[config.mk]
export PLATFORM = sky130hd
export DESIGN_NAME = ddc_iq_pack_wr
export DESIGN_NICKNAME = d
export VERILOG_FILES = /design/src/rtl/ddc_iq_pack_wr.sv
export SDC_FILE = /design/constraint.sdc
export NUM_CORES = 1
export LEC_CHECK = 0
export ABC_AREA = 1
export BUFFER_PORTS_ARGS = -buffer_cell sky130_fd_sc_hd__buf_2
export CORE_MARGIN = 5
export CORE_UTILIZATION = 30
export DETAILED_ROUTE_END_ITERATION = 10
export PLACE_DENSITY = 0.51
export SLEW_MARGIN = 15
export SYNTH_ARGS = -nofsm -noshare
export SYNTH_HDL_FRONTEND = slang
export SYNTH_SLANG_ARGS = --single-unit
[constraint.sdc]
create_clock -name clk -period 1.9 [get_ports clk]
set_input_delay 0.095 -clock clk [delete_from_list [all_inputs] [get_ports clk]]
set_output_delay 0.095 -clock clk [all_outputs]
set_load 0.02 [all_outputs]
[src/rtl/ddc_iq_pack_wr.sv]
// ddc_iq_pack_wr
//   Packs DDC I/Q sample pairs, four per word, into the shared sample RAM
//   read by the PRI frame builder. Each PRI skips gate_delay valid samples
//   after the synchronised pri rising edge, then writes data_length words
//   starting at address 0.
// Ports
//   clk, rst_n         clock, asynchronous active-low reset
//   enable             level enable; low forces IDLE and drops any partial word
//   pri                PRI pulse (asynchronous, synchronised here)
//   data_length        words per PRI, latched at the pri edge
//   gate_delay         valid samples skipped after the pri edge, latched at the edge
//   ddc_i, ddc_q       sample pair, qualified by ddc_valid
//   ram_wr/addr/din    RAM write port, one strobe per packed word
//   pri_done           pulse with the last write of a PRI
//   pri_short          pulse when a new pri edge aborts an unfinished capture
module ddc_iq_pack_wr #(
  parameter int ADDR_W = 14,
  parameter int SAMP_W = 16
) (
  input  logic                clk,
  input  logic                rst_n,
  input  logic                enable,
  input  logic                pri,
  input  logic [15:0]         data_length,
  input  logic [15:0]         gate_delay,
  input  logic [SAMP_W-1:0]   ddc_i,
  input  logic [SAMP_W-1:0]   ddc_q,
  input  logic                ddc_valid,
  output logic                ram_wr,
  output logic [ADDR_W-1:0]   ram_addr,
  output logic [8*SAMP_W-1:0] ram_din,
  output logic                pri_done,
  output logic                pri_short
);

  localparam int LANES = 4;
  localparam int LW    = 2*SAMP_W;
  localparam int CW    = ADDR_W + 1;   // word count must reach 2^ADDR_W

  localparam logic [1:0] S_IDLE = 2'd0;
  localparam logic [1:0] S_GATE = 2'd1;
  localparam logic [1:0] S_PACK = 2'd2;
  localparam logic [1:0] S_DONE = 2'd3;

  logic        p1, p2, p3;
  logic        rise;
  logic [1:0]  st;
  logic [CW-1:0] len_q, wcnt, len_clip;
  logic [15:0] gate_q, gcnt;
  logic [1:0]  lane;
  // lane_q[3] holds lane 0 so the packed vector lands MSB-first in ram_din
  logic [LANES-1:1][LW-1:0] lane_q;

  // three-flop chain: p1 is the metastability catcher, edge detect on p2/p3
  always_ff @(posedge clk or negedge rst_n) begin
    if (!rst_n) begin
      p1 <= 1'b0; p2 <= 1'b0; p3 <= 1'b0;
    end else begin
      p1 <= pri; p2 <= p1; p3 <= p2;
    end
  end
  assign rise = p2 & ~p3;

  // a PRI can never address more than the RAM holds
  always_comb begin
    len_clip = CW'(data_length);
    if (32'(data_length) > (32'd1 << ADDR_W)) len_clip = CW'(32'd1 << ADDR_W);
  end

  // lanes 0..2 are buffered; lane 3 goes straight into the write word
  for (genvar g = 1; g < LANES; g++) begin : g_lane
    logic [LW-1:0] q;
    always_ff @(posedge clk or negedge rst_n) begin
      if (!rst_n)
        q <= '0;
      else if (st == S_PACK && ddc_valid && lane == 2'(LANES-1-g))
        q <= {ddc_i, ddc_q};
    end
    assign lane_q[g] = q;
  end

  always_ff @(posedge clk or negedge rst_n) begin
    if (!rst_n) begin
      st        <= S_IDLE;
      len_q     <= '0;
      gate_q    <= '0;
      gcnt      <= '0;
      wcnt      <= '0;
      lane      <= '0;
      ram_wr    <= 1'b0;
      ram_addr  <= '0;
      ram_din   <= '0;
      pri_done  <= 1'b0;
      pri_short <= 1'b0;
    end else begin
      ram_wr    <= 1'b0;
      pri_done  <= 1'b0;
      pri_short <= 1'b0;
      if (!enable) begin
        st       <= S_IDLE;
        ram_addr <= '0;
        lane     <= '0;
      end else if (rise) begin
        // re-arm from any state; an unfinished capture is flagged and dropped
        len_q     <= len_clip;
        gate_q    <= gate_delay;
        gcnt      <= '0;
        wcnt      <= '0;
        lane      <= '0;
        pri_short <= (st == S_GATE) || (st == S_PACK);
        if (gate_delay != 16'd0)   st <= S_GATE;
        else if (len_clip != '0)   st <= S_PACK;
        else                       st <= S_DONE;
      end else begin
        case (st)
          S_GATE: if (ddc_valid) begin
            gcnt <= gcnt + 16'd1;
            // the sample that completes the gate is itself dropped
            if (gcnt + 16'd1 == gate_q) st <= (len_q != '0) ? S_PACK : S_DONE;
          end
          S_PACK: if (ddc_valid) begin
            lane <= lane + 2'd1;
            if (lane == 2'(LANES-1)) begin
              ram_wr   <= 1'b1;
              ram_addr <= wcnt[ADDR_W-1:0];
              ram_din  <= {lane_q, ddc_i, ddc_q};
              wcnt     <= wcnt + CW'(1);
              if (wcnt + CW'(1) == len_q) begin
                pri_done <= 1'b1;
                st       <= S_DONE;
              end
            end
          end
          default: ;
        endcase
      end
    end
  end

endmodule
* Word-level counts from Yosys, hierarchy flattened
Index checks and enable logic that the tools add are counted.
Storage, ports and cells: bits in registers 310, bits of input ports 69, output and inout port bits 145
Operators by class: add/sub/neg operators 3, order comparisons 1, eq/ne operators 19, mux-type cells 41, bitwise logic cells 3, reductions and logical operators 20
Operator list (count):
- $mux 15 | 5
- $mux 14 | 5
- $mux 16 | 3
- $reduce_bool 15->1 | 2
- $mux 2 | 12
- $add 16x1->16 const B | 1
- $eq 16x16->1 | 1
- $gt 16x15->1 const B | 1
- $reduce_bool 16->1 | 1
- $add 15x1->15 const B | 1
- $eq 15x15->1 | 1
- $mux 1 | 15
- $ne 4x3->1 const B | 3
- $ne 4x4->1 const B | 2
- $reduce_and 4->1 | 2
- $reduce_bool 2->1 | 4
- $eq 2x2->1 const B | 3
- $ne 2x1->1 const B | 3
- $ne 3x1->1 const B | 2
- $reduce_and 6->1 | 1
- $reduce_and 5->1 | 1
- $eq 2x1->1 const B | 2
- $logic_and 1x1->1 | 4
- $ne 4x1->1 const B | 1
- 9 further kinds | 11

* Longest topological paths before layout
Gate-level depths: netlist of run 1.
depth in word-level cells 8, gate-level depth with buffers 17, depth with buffers taken out 17

* Worst setup path before layout of run 1
Ideal clock, no wire load.
path kind reg-to-reg, start reg wcnt[0], end reg st[0], library setup time 116 ps, arrival 1730 ps, required time 1784 ps, setup slack 54 ps, cell stages (with the launch flop) 13, path buffers 0, period minus slack after synthesis 1846 ps, cell sequence dfrtp_1 > ha_1 > nand2_2 > nor2_4 > nand2_2 > o21ai_1 > nand3_1 > nand2_1 > nand3_1 > o21ai_2 > nand3_2 > nand3_1 > nand2_1
Between the ends: cells in the longest elaborated chain, start to end 4
Ends and longest elaborated chain:
- start: declaration | RTL line 48 | logic [CW-1:0] len_q, wcnt, len_clip;
- start signal: assignment | RTL line 127 | wcnt <= wcnt + CW'(1);
- $add 15x1->15 | RTL line 128 | if (wcnt + CW'(1) == len_q) begin
- $eq 15x15->1 | RTL line 128
- $ne 4x3->1 (no source line)
- $reduce_and 6->1 (no source line)
- end signal: assignment | RTL line 119 | if (gcnt + 16'd1 == gate_q) st <= (len_q != '0) ? S_PACK : S_DONE;
- end: declaration | RTL line 47 | logic [1:0] st;
Every way passes these cells. A chain may end at the register's enable or synchronous reset.

* Final worst setup path of run 1
start reg gcnt[1], end reg gcnt[9]
Between the ends: cells in the longest elaborated chain, start to end 4
Ends and longest elaborated chain:
- start: declaration | RTL line 49 | logic [15:0] gate_q, gcnt;
- start signal: assignment | RTL line 117 | gcnt <= gcnt + 16'd1;
- $add 16x1->16 | RTL line 117
- $mux 16 | RTL line 116 | S_GATE: if (ddc_valid) begin
- $mux 16 | RTL line 115 | case (st)
- $mux 16 | RTL line 103 | end else if (rise) begin
Every way passes these cells. The select of a mux whose other input is x is not followed.

==> impl_metrics.json, run 1 <==
{
  "htreeDepth": 2,
  "start_util": 0.304,
  "cts_max_path_buffers": 3,
  "synthToLayoutAreaGrowth_pct": 35.8,
  "multi_input_area_sq_um": 4750,
  "routedWlPerCell_microns": 15.5,
  "fmax_mhz": 493,
  "clkTransAtPathRegs_ps": 60,
  "post-route-cell-area_sq_um": 17800,
  "required_ps": 2360,
  "dp_slack_ps": -105,
  "ant_nets": 0,
  "cts_tree": "yes",
  "drt-total-wl_mm": 39.0,
  "drv_slew": 0,
  "insertion_delay_ps": 540,
  "hold_path_class": "in -> async",
  "place_area_sq_um": 15500,
  "grt.overflow.total": 0,
  "max_slew.worst_pin.slew_ps": 443,
  "dp_hpwl_mm": 26.0,
  "synth.area.top_cells": "dfrtp_1 59%, nand2_1 17%, o21ai_0 6.8%, inv_1 3.9%, nand3_1 3.3%",
  "final_nets": 1972,
  "r2r_slack_ps": -130,
  "netlist_area_sq_um": 13100,
  "post-route-min-period_ps": 2030,
  "yosys.area.top_type": "dfrtp_1",
  "cp-start-kind": "flop",
  "endpoint_kind": "flop",
  "power_density_nw_per_um2": 955,
  "synth_most_common_cell": "nand2_1",
  "dr_total_vias": 11400,
  "ir_worst_vdd_mv": 0.545,
  "slew_headroom": 0.705,
  "first_global_vias": 11500,
  "reg2reg_from": "gcnt[1]$_DFFE_PN0P_",
  "dr.pass1.iters": 5,
  "rr_endpoint": "gcnt[9]$_DFFE_PN0P_",
  "p_leak_nw": 9.28,
  "synth_flop_cell": "dfrtp_1",
  "drc": 0,
  "r2r_cells": 14,
  "max_cap_viol_count": 0,
  "finClkSkew_ps": 12.3,
  "cts_buffers": 38,
  "grt_pass1_wl_mm": 62.5,
  "worstPathArrival_ps": 2490,
  "synth_top_area_frac": 0.592,
  "grt_antenna_before_repair": 2,
  "vias_per_cell": 4.53,
  "core.rowCount": 76,
  "cts.sinks": 310,
  "synth_edf_count": 0,
  "status": "complete, but fails checks",
  "n_fill_cell": 4395,
  "yosys_warnings": 0,
  "avgSynthCellArea_sq_um": 8.55,
  "routabilityCongestion": 0.897,
  "syn_inst": 1534,
  "rsz0062_at_grt": "yes",
  "hold_viol": 0,
  "ys_ff_latch": 310,
  "finalWorstSetupSlack_ps": -129,
  "ys_types": 33,
  "cts-root-buf": "clkbuf_16",
  "syn_nets": 1611,
  "core_area_sq_um": 43200,
  "setup_viol": 4,
  "period_share": 1.07,
  "ioPinCount": 214,
  "grt_util_all_layers": 0.162,
  "grt_max_degree": 80,
  "crit_type": "reg -> reg",
  "path_max_fanout": 6,
  "netlist_top_cells_count": "603 x nand2_1, 310 x dfrtp_1, 179 x o21ai_0, 135 x inv_1, 87 x nand3_1",
  "die_area_sq_um": 48000,
  "drive_above_1_share": 0.229,
  "failed_checks": "negative setup slack",
  "die_y_microns": 219,
  "async_reset_ff_frac": 1.00,
  "seq_area_frac_synth": 0.592,
  "drt_iter0_drc": 697,
  "die_x_microns": 219,
  "ff_latch_area_sq_um": 7760,
  "port-buffer-count": 213
}
worst max-delay path, stage by stage, from the launching register on:
cell and delay [ps]:
dfrtp_1 410, buf_4 140, inv_2 50, nor2_4 200, buf_6 130, nand3_1 60
nand2_1 110, nand2_2 60, buf_4 130, buf_4 120, buf_4 110, buf_4 120
buf_4 120, buf_4 120, o22ai_2 70
flip-flops by register name, indices dropped and copies added (netlist names):
register	flops
p2	1
lane	2
p3	1
ram_addr	14
g_lane.q	96
gate_q	16
wcnt	15
pri_short	1
pri_done	1
gcnt	16
len_q	15
st	2
ram_wr	1
ram_din	128
p1	1
placed cells by master, fill, tap and decap left out, types with 6 or more instances in the layout:
cell type / count
clkinv_2: 6
dfrtp_1: 309
nor2_4: 11
nand4_1: 16
nand3_2: 10
clkbuf_16: 39
clkbuf_8: 8
nor4_1: 6
o21ai_0: 177
nand2_2: 18
nand2_1: 590
nand3_1: 78
buf_12: 17
buf_2: 212
ha_1: 6
nor2_2: 9
dlygate4sd3_1: 67
buf_4: 82
nor2_1: 44
o22ai_1: 25
nand3b_1: 6
inv_1: 133
worst max-delay path by stage:
| stage | startpoint | end | slack (ps) | cells after the start |
|---|---|---|---|---|
| 6_report | gcnt[1]$_DFFE_PN0P_ | gcnt[9]$_DFFE_PN0P_ | -130 | 14 |
| 5_1_grt | wcnt[1]$_DFFE_PN0P_ | st[0]$_DFFE_PN0P_ | -280 | 15 |
| 4_1_cts | gcnt[0]$_DFFE_PN0P_ | st[0]$_DFFE_PN0P_ | -40 | 15 |
| 3_5_place_dp | wcnt[0]$_DFFE_PN0P_ | st[1]$_DFFE_PN0P_ | -110 | 12 |
| 3_3_place_gp | wcnt[3]$_DFFE_PN0P_ | st[0]$_DFFE_PN0P_ | -80 | 13 |
| 2_1_floorplan | wcnt[0]$_DFFE_PN0P_ | st[0]$_DFFE_PN0P_ | 50 | 12 |
routing by layer:
metal  global-route usage  wire, microns
met2                0.264          18300
met1                0.219          17800
met3               0.0281           1780
met4               0.0582           1100
met5                    0              7
power breakdown:
part | switching (mW) | internal [mW] | leakage, nW
Combinational | 0.982 | 0.785 | 4.44
Clock | 2.90 | 4.50 | 0.631
Sequential | 0.461 | 7.38 | 4.21
Total | 4.34 | 12.7 | 9.28
area by class of cell:
type,instances,share of cell area
Antenna cell,1,0.000141
Clock buffer,51,0.0618
Clock inverter,16,0.0108
Inverter,136,0.0292
Multi-Input combinational cell,1026,0.267
Sequential cell,310,0.436
Tap cell,585,0.0411
Timing Repair Buffer,383,0.154
kinds of logic (layout without fill, tap and decap cells):
kind of cell    after synthesis  count (layout)  synth area share
simple gates                794             794             0.247
xor+xnor                      7               7           0.00687
fa+ha+maj                     8               8           0.00764
other cells                   0               1                 0
buf+inv                     198             586            0.0594
compound gates              217             217            0.0869
flops                       310             310             0.592
what timing repair did:
action / CTS / global route
hold buffers: 67 / 0
cloned: 0 / 0
pin swaps: 13 / 13
endpoints found under the setup margin: 3 / 40
buffers inserted: 11 / 6
resized for setup: 18 / 34
hold endpoints to repair: 470 / 0
metrics by stage:
stage,hold WS (ps),std cells,utilization,TNS (ps),total power [mW]
3_3_place_gp,8.50,2356,0.360,-183,9.49
3_5_place_dp,9.62,2356,0.360,-308,9.54
6_report,32.9,2508,0.413,-341,17.0
5_1_grt,42.6,2508,0.413,-965,17.9
2_1_floorplan,-201,1534,-,0,8.79
4_1_cts,6.03,2501,0.409,-93.2,17.2
No activity file was read; power rests on OpenSTA's default activity.
==> run 2, diff against run 1 <==
--- a/config.mk
+++ b/config.mk
@@ -10,6 +10,7 @@
 export CORE_MARGIN = 5
 export CORE_UTILIZATION = 30
 export DETAILED_ROUTE_END_ITERATION = 10
+export HOLD_SLACK_MARGIN = 0.06
 export PLACE_DENSITY = 0.51
 export SLEW_MARGIN = 15
 export SYNTH_ARGS = -nofsm -noshare
==> constraint.sdc (replaced) <==
create_clock -name clk -period 1.9 [get_ports clk]
set_input_delay 0.38 -clock clk [delete_from_list [all_inputs] [get_ports clk]]
set_output_delay 0.38 -clock clk [all_outputs]
set_load 0.02 [all_outputs]
==> run 2 against run 1 <==
The flow still finishes with violations (negative setup slack). Sequential share of layout area increased by 1.1 points. First-iteration DRC count decreased by 2.4%. Register-to-register slack got worse by 50 ps. Clock skew about the same. Critical path type unchanged.
==> impl_metrics.json, run 2 (synthesized netlist as in run 1, its figures left out) <==
{
  "power_density_nw_per_um2": 953,
  "port-buffer-count": 213,
  "power_frac_seq": 0.474,
  "dr.pass1.iters": 5,
  "largest_reg_flops": 128,
  "grt_pass1_wl_mm": 62.2,
  "first_global_vias": 11200,
  "intPower_mw": 12.3,
  "ir_worst_vdd_mv": 0.562,
  "synthToLayoutAreaGrowth_pct": 32.4,
  "max_slew.worst_pin.slew_ps": 489,
  "setup_viol": 3,
  "largestRegisters": "ram_din (128), g_lane.q (96)",
  "clkTransAtPathRegs_ps": 60,
  "grt_antenna_before_repair": 1,
  "cp-start-kind": "flop",
  "place_area_sq_um": 15500,
  "core_area_sq_um": 43200,
  "total_power_mw": 16.5,
  "vias_per_cell": 4.54,
  "die_area_sq_um": 48000,
  "dr_total_vias": 11200,
  "n_fill_cell": 4436,
  "post-route-cell-area_sq_um": 17400,
  "final_common_cell": "nand2_1",
  "finalWorstSetupSlack_ps": -182,
  "cts_tree": "yes",
  "failed_checks": "negative setup slack",
  "cts.sinks": 310,
  "dp_slack_ps": -115,
  "die_x_microns": 219,
  "diodes": 0,
  "grt.overflow.total": 0,
  "drt_iter0_drc": 680,
  "slew_headroom": 0.671,
  "routabilityCongestion": 0.876,
  "htreeDepth": 2,
  "drive_above_1_share": 0.236,
  "start_util": 0.304,
  "max_cap_viol_count": 0,
  "drv_slew": 0,
  "drt-total-wl_mm": 39.6,
  "hold_path_class": "in -> reg",
  "routedWlPerCell_microns": 16.1,
  "p_leak_nw": 9.14,
  "fmax_mhz": 480,
  "grt_util_all_layers": 0.163,
  "grt_max_degree": 65,
  "drc": 0,
  "dp_hpwl_mm": 26.0,
  "final_nets": 1927,
  "path_max_fanout": 8,
  "die_y_microns": 219,
  "final_cell_mix": "593 x nand2_1, 310 x dfrtp_1, 212 x buf_2",
  "final_core_utilization": 0.402,
  "hold_viol": 0,
  "crit_type": "reg -> reg",
  "clockPowerShare": 0.423,
  "rsz0062_at_grt": "yes",
  "required_ps": 2370,
  "cts-root-buf": "clkbuf_16",
  "cts_buffers": 37,
  "endpoint_kind": "flop",
  "insertion_delay_ps": 530,
  "status": "complete, but fails checks",
  "cts_max_path_buffers": 3,
  "switching_share": 0.257,
  "worstPathArrival_ps": 2550,
  "period_share": 1.10,
  "switchingPower_mw": 4.25,
  "finClkSkew_ps": 12.5,
  "ant_nets": 0,
  "r2r_slack_ps": -180,
  "pwr-share-comb": 0.102,
  "regMostFlops": "ram_din",
  "ioPinCount": 214,
  "core.rowCount": 76,
  "post-route-min-period_ps": 2080
}
==> run 2: changes by cell type in the layout (fill, tap and decap cells not counted), moves of 4 or more <==
cell / before / now
buf_16: 0 / 5
nand2_2: 18 / 13
buf_6: 4 / 8
buf_4: 82 / 86
clkbuf_1: 4 / 10
dlygate4sd3_1: 67 / 8
==> run 2: metrics by stage <==
| step | cells | TNS, ps | hold slack [ps] |
|---|---|---|---|
| floorplan | 1534 | 0 | 84.4 |
| global placement | 2359 | -180 | 294 |
| detailed placement | 2359 | -232 | 301 |
| CTS | 2452 | -169 | 68.5 |
| global route | 2461 | -1040 | 98.3 |
| finish | 2461 | -490 | 110 |
==> run 2: path summary, 6_finish.rpt <==
check / startpoint / to / depth (start not counted)
max: wcnt[2]$_DFFE_PN0P_ / st[1]$_DFFE_PN0P_ / 14
max reg2reg: wcnt[2]$_DFFE_PN0P_ / st[1]$_DFFE_PN0P_ / 14
min: gate_delay[13] / gate_q[13]$_DFFE_PN0P_ / 3
min in group asynchronous: rst_n / ram_addr[7]$_DFFE_PN0P_ / 2
min reg2reg: p1$_DFF_PN0_ / p2$_DFF_PN0_ / 0
max in group asynchronous: rst_n / g_lane[3].q[19]$_DFFE_PN0P_ / 3
==> run 2: layer usage <==
layer / share of wire / wire (microns) / up-vias / GRT usage
met5: 0.00033 / 13 / - / 0
met4: 0.025 / 977 / 2 / 0.0534
met3: 0.050 / 1960 / 68 / 0.0315
met2: 0.47 / 18800 / 246 / 0.266
met1: 0.45 / 17900 / 5333 / 0.220
li1: - / - / 5531 / -
==> run 2: final cells by class <==
| type | instances | area, sq um | share of cell area |
|---|---|---|---|
| repair inverters | 1 | 6.26 | 0.000361 |
| flip-flops and latches | 310 | 7760 | 0.447 |
| inverters | 136 | 518 | 0.0299 |
| repair buffers | 338 | 2410 | 0.139 |
| well taps | 585 | 732 | 0.0422 |
| clock inverters | 13 | 150 | 0.00865 |
| clock buffers | 52 | 1030 | 0.0595 |
| multi-input cells | 1026 | 4750 | 0.274 |
==> run 2: timing repair <==
| action | in CTS | in global routing |
|---|---|---|
| endpoints found under the hold margin | 33 | 0 |
| setup endpoints to repair | 5 | 137 |
| hold buffers | 8 | 0 |
| pin swaps | 20 | 12 |
| gates cloned | 3 | 4 |
| buffers inserted | 17 | 5 |
| resized for setup | 32 | 27 |
==> run 2: power groups by stage <==
| stage | clock [mW] | sequential [mW] | combinational, mW |
|---|---|---|---|
| after detailed placement | 0 | 7.94 | 1.61 |
| after global routing | 7.51 | 7.95 | 1.99 |
| final | 7.00 | 7.84 | 1.70 |
| after global placement | 0 | 7.92 | 1.57 |
| after floorplan | 0 | 7.83 | 0.964 |
| after CTS | 7.24 | 7.84 | 1.70 |
==> run 2: worst max-delay path, stage by stage (launching register included) <==
cell	delay [ps]
dfrtp_1	500
nand2_2	110
nor2_4	220
nand3_2	130
nand2_2	100
nand2_2	50
nand2_1	50
nand2_1	60
nor2_2	150
nand3_2	110
o21ai_2	190
nand3_2	140
nand2_2	110
nand2_1	50
nand2_1	50
==> run 3, diff against run 2 <==
--- a/config.mk
+++ b/config.mk
@@ -7,11 +7,11 @@
 export LEC_CHECK = 0
 export ABC_AREA = 1
 export BUFFER_PORTS_ARGS = -buffer_cell sky130_fd_sc_hd__buf_2
-export CORE_MARGIN = 5
 export CORE_UTILIZATION = 30
 export DETAILED_ROUTE_END_ITERATION = 10
 export HOLD_SLACK_MARGIN = 0.06
 export PLACE_DENSITY = 0.51
+export SETUP_SLACK_MARGIN = 0.05
 export SLEW_MARGIN = 15
 export SYNTH_ARGS = -nofsm -noshare
 export SYNTH_HDL_FRONTEND = slang
==> run 3 against run 2 <==
The run still ends with negative setup slack left. Non-clock buffer count grew 2. Sequential share of layout area down 1.3 points. Sequential cell count unchanged.
==> impl_metrics.json, run 3 (synthesized netlist as in run 1, its figures left out) <==
{
  "p_leak_nw": 9.58,
  "cts_tree": "yes",
  "failed_checks": "negative setup slack",
  "largestRegisters": "ram_din (128), g_lane.q (96)",
  "crit_type": "reg -> reg",
  "whs_ps": 99.0,
  "core_area_sq_um": 43100,
  "finClkSkew_ps": 9.70,
  "final_nets": 1930,
  "routedWlPerCell_microns": 16.1,
  "drc": 0,
  "cpMostUsedCell": "nand2_2",
  "max_stage_delay_ps": 410,
  "crit_buf_inv": 1,
  "slew_headroom": 0.639,
  "drt_iter0_drc": 647,
  "core.rowCount": 76,
  "hold_viol": 0,
  "first_global_vias": 10800,
  "drv_slew": 0,
  "clkTransAtPathRegs_ps": 60,
  "finalSetupTns_ps": -279,
  "rr_endpoint": "st[0]$_DFFE_PN0P_",
  "grt_max_degree": 78,
  "max_cap_viol_count": 0,
  "grt_pass1_wl_mm": 58.3,
  "power_density_nw_per_um2": 919,
  "cp.depth": 13,
  "synthToLayoutAreaGrowth_pct": 36.3,
  "crit_path_start": "wcnt[1]$_DFFE_PN0P_",
  "cts_buffers": 36,
  "die_y_microns": 211,
  "cts_max_path_buffers": 3,
  "post-route-cell-area_sq_um": 17900,
  "insertion_delay_ps": 550,
  "final_cell_mix": "525 x nand2_1, 309 x dfrtp_1, 212 x buf_2",
  "cp-endpoint": "st[0]$_DFFE_PN0P_",
  "regMostFlops": "ram_din",
  "r2r_slack_ps": -140,
  "dr.pass1.iters": 5,
  "start_util": 0.304,
  "vias_per_cell": 4.56,
  "grt_util_all_layers": 0.166,
  "drt-total-wl_mm": 39.6,
  "cts-root-buf": "clkbuf_16",
  "place_area_sq_um": 15500,
  "grt_antenna_before_repair": 1,
  "r2r_cells": 13,
  "final_core_utilization": 0.415,
  "path_max_fanout": 8,
  "htreeDepth": 2,
  "rsz0062_at_grt": "yes",
  "port-buffer-count": 213,
  "reg2reg_from": "wcnt[1]$_DFFE_PN0P_",
  "dp_hpwl_mm": 25.2,
  "finalWorstSetupSlack_ps": -140,
  "hold_path_class": "in -> reg",
  "die_x_microns": 211,
  "worstPathArrival_ps": 2520,
  "ir_worst_vdd_mv": 0.551,
  "cp-start-kind": "flop",
  "placed_cells": 2353,
  "status": "complete, but fails checks",
  "endpoint_kind": "flop",
  "drive_above_1_share": 0.278,
  "ioPinCount": 214,
  "hp-start": "gate_delay[13]",
  "max_slew.worst_pin.slew_ps": 537,
  "crit_path_cell_trace": "buf_6 -> nand2_2 -> nor2_4 -> nand4_1 -> nand3_1 -> nand2_1 -> nor2_2 -> nand3_2 -> o21ai_2 -> nand3_2 -> nand2_2 -> nand2_2 -> nand2_2",
  "final_common_cell": "nand2_1",
  "grt.overflow.total": 0,
  "dp_slack_ps": -87.4,
  "die_area_sq_um": 44500,
  "total_power_mw": 16.4,
  "routabilityCongestion": 0.910,
  "fmax_mhz": 490,
  "final_cells": 2464,
  "crit_slowest_cell": "dfrtp_1",
  "largest_reg_flops": 128,
  "ant_nets": 0,
  "required_ps": 2380,
  "setup_viol": 2,
  "period_share": 1.07,
  "cp_top_family": "simple AND/OR/NAND/NOR gates",
  "post-route-min-period_ps": 2040,
  "dr_total_vias": 11200,
  "n_fill_cell": 4351,
  "cts.sinks": 310
}
run 3: tightest hold or removal path, delay by kind of cell:
kind	cells	cell delay (ps)
buf+inv	1	90
simple gates	2	120
run 3: layout make-up:
class / instances / area [sq um] / share of cell area
flip-flops and latches: 310 / 7760 / 0.434
well taps: 585 / 732 / 0.0410
repair buffers: 340 / 2630 / 0.147
multi-input cells: 1026 / 5060 / 0.283
inverters: 136 / 523 / 0.0293
clock buffers: 53 / 1060 / 0.0591
diodes: 1 / 2.50 / 0.000140
repair inverters: 3 / 26.3 / 0.00147
clock inverters: 10 / 82.6 / 0.00462
run 3: routing by layer:
metal | wire (microns) | vias up | GRT usage
met5 | 0 | - | 0
met4 | 1300 | 0 | 0.0670
met3 | 2280 | 83 | 0.0418
li1 | - | 5533 | -
met2 | 18300 | 267 | 0.255
met1 | 17800 | 5342 | 0.222
run 3: where the power goes:
group | leakage [nW] | internal [mW] | switching [mW]
sequential | 4.21 | 7.38 | 0.562
clock | 0.567 | 3.98 | 2.78
combinational | 4.80 | 0.730 | 0.981
run 3: worst min-delay path by stage:
stage	cells past startpoint	to	slack, ps
detailed placement	1	ram_addr[7]$_DFFE_PN0P_	300
finish	3	gate_q[13]$_DFFE_PN0P_	100
global route	3	gate_q[13]$_DFFE_PN0P_	90
CTS	3	gate_q[13]$_DFFE_PN0P_	60
global placement	1	ram_addr[5]$_DFFE_PN0P_	300
floorplan	0	g_lane[1].q[0]$_DFFE_PN0P_	80
run 3: repair_timing:
item,in CTS,in global routing
hold buffers,8,0
endpoints found under the setup margin,3,114
gates resized for setup,8,166
endpoints found under the hold margin,40,0
pin swaps,6,70
gates cloned,0,23
setup buffers,1,15
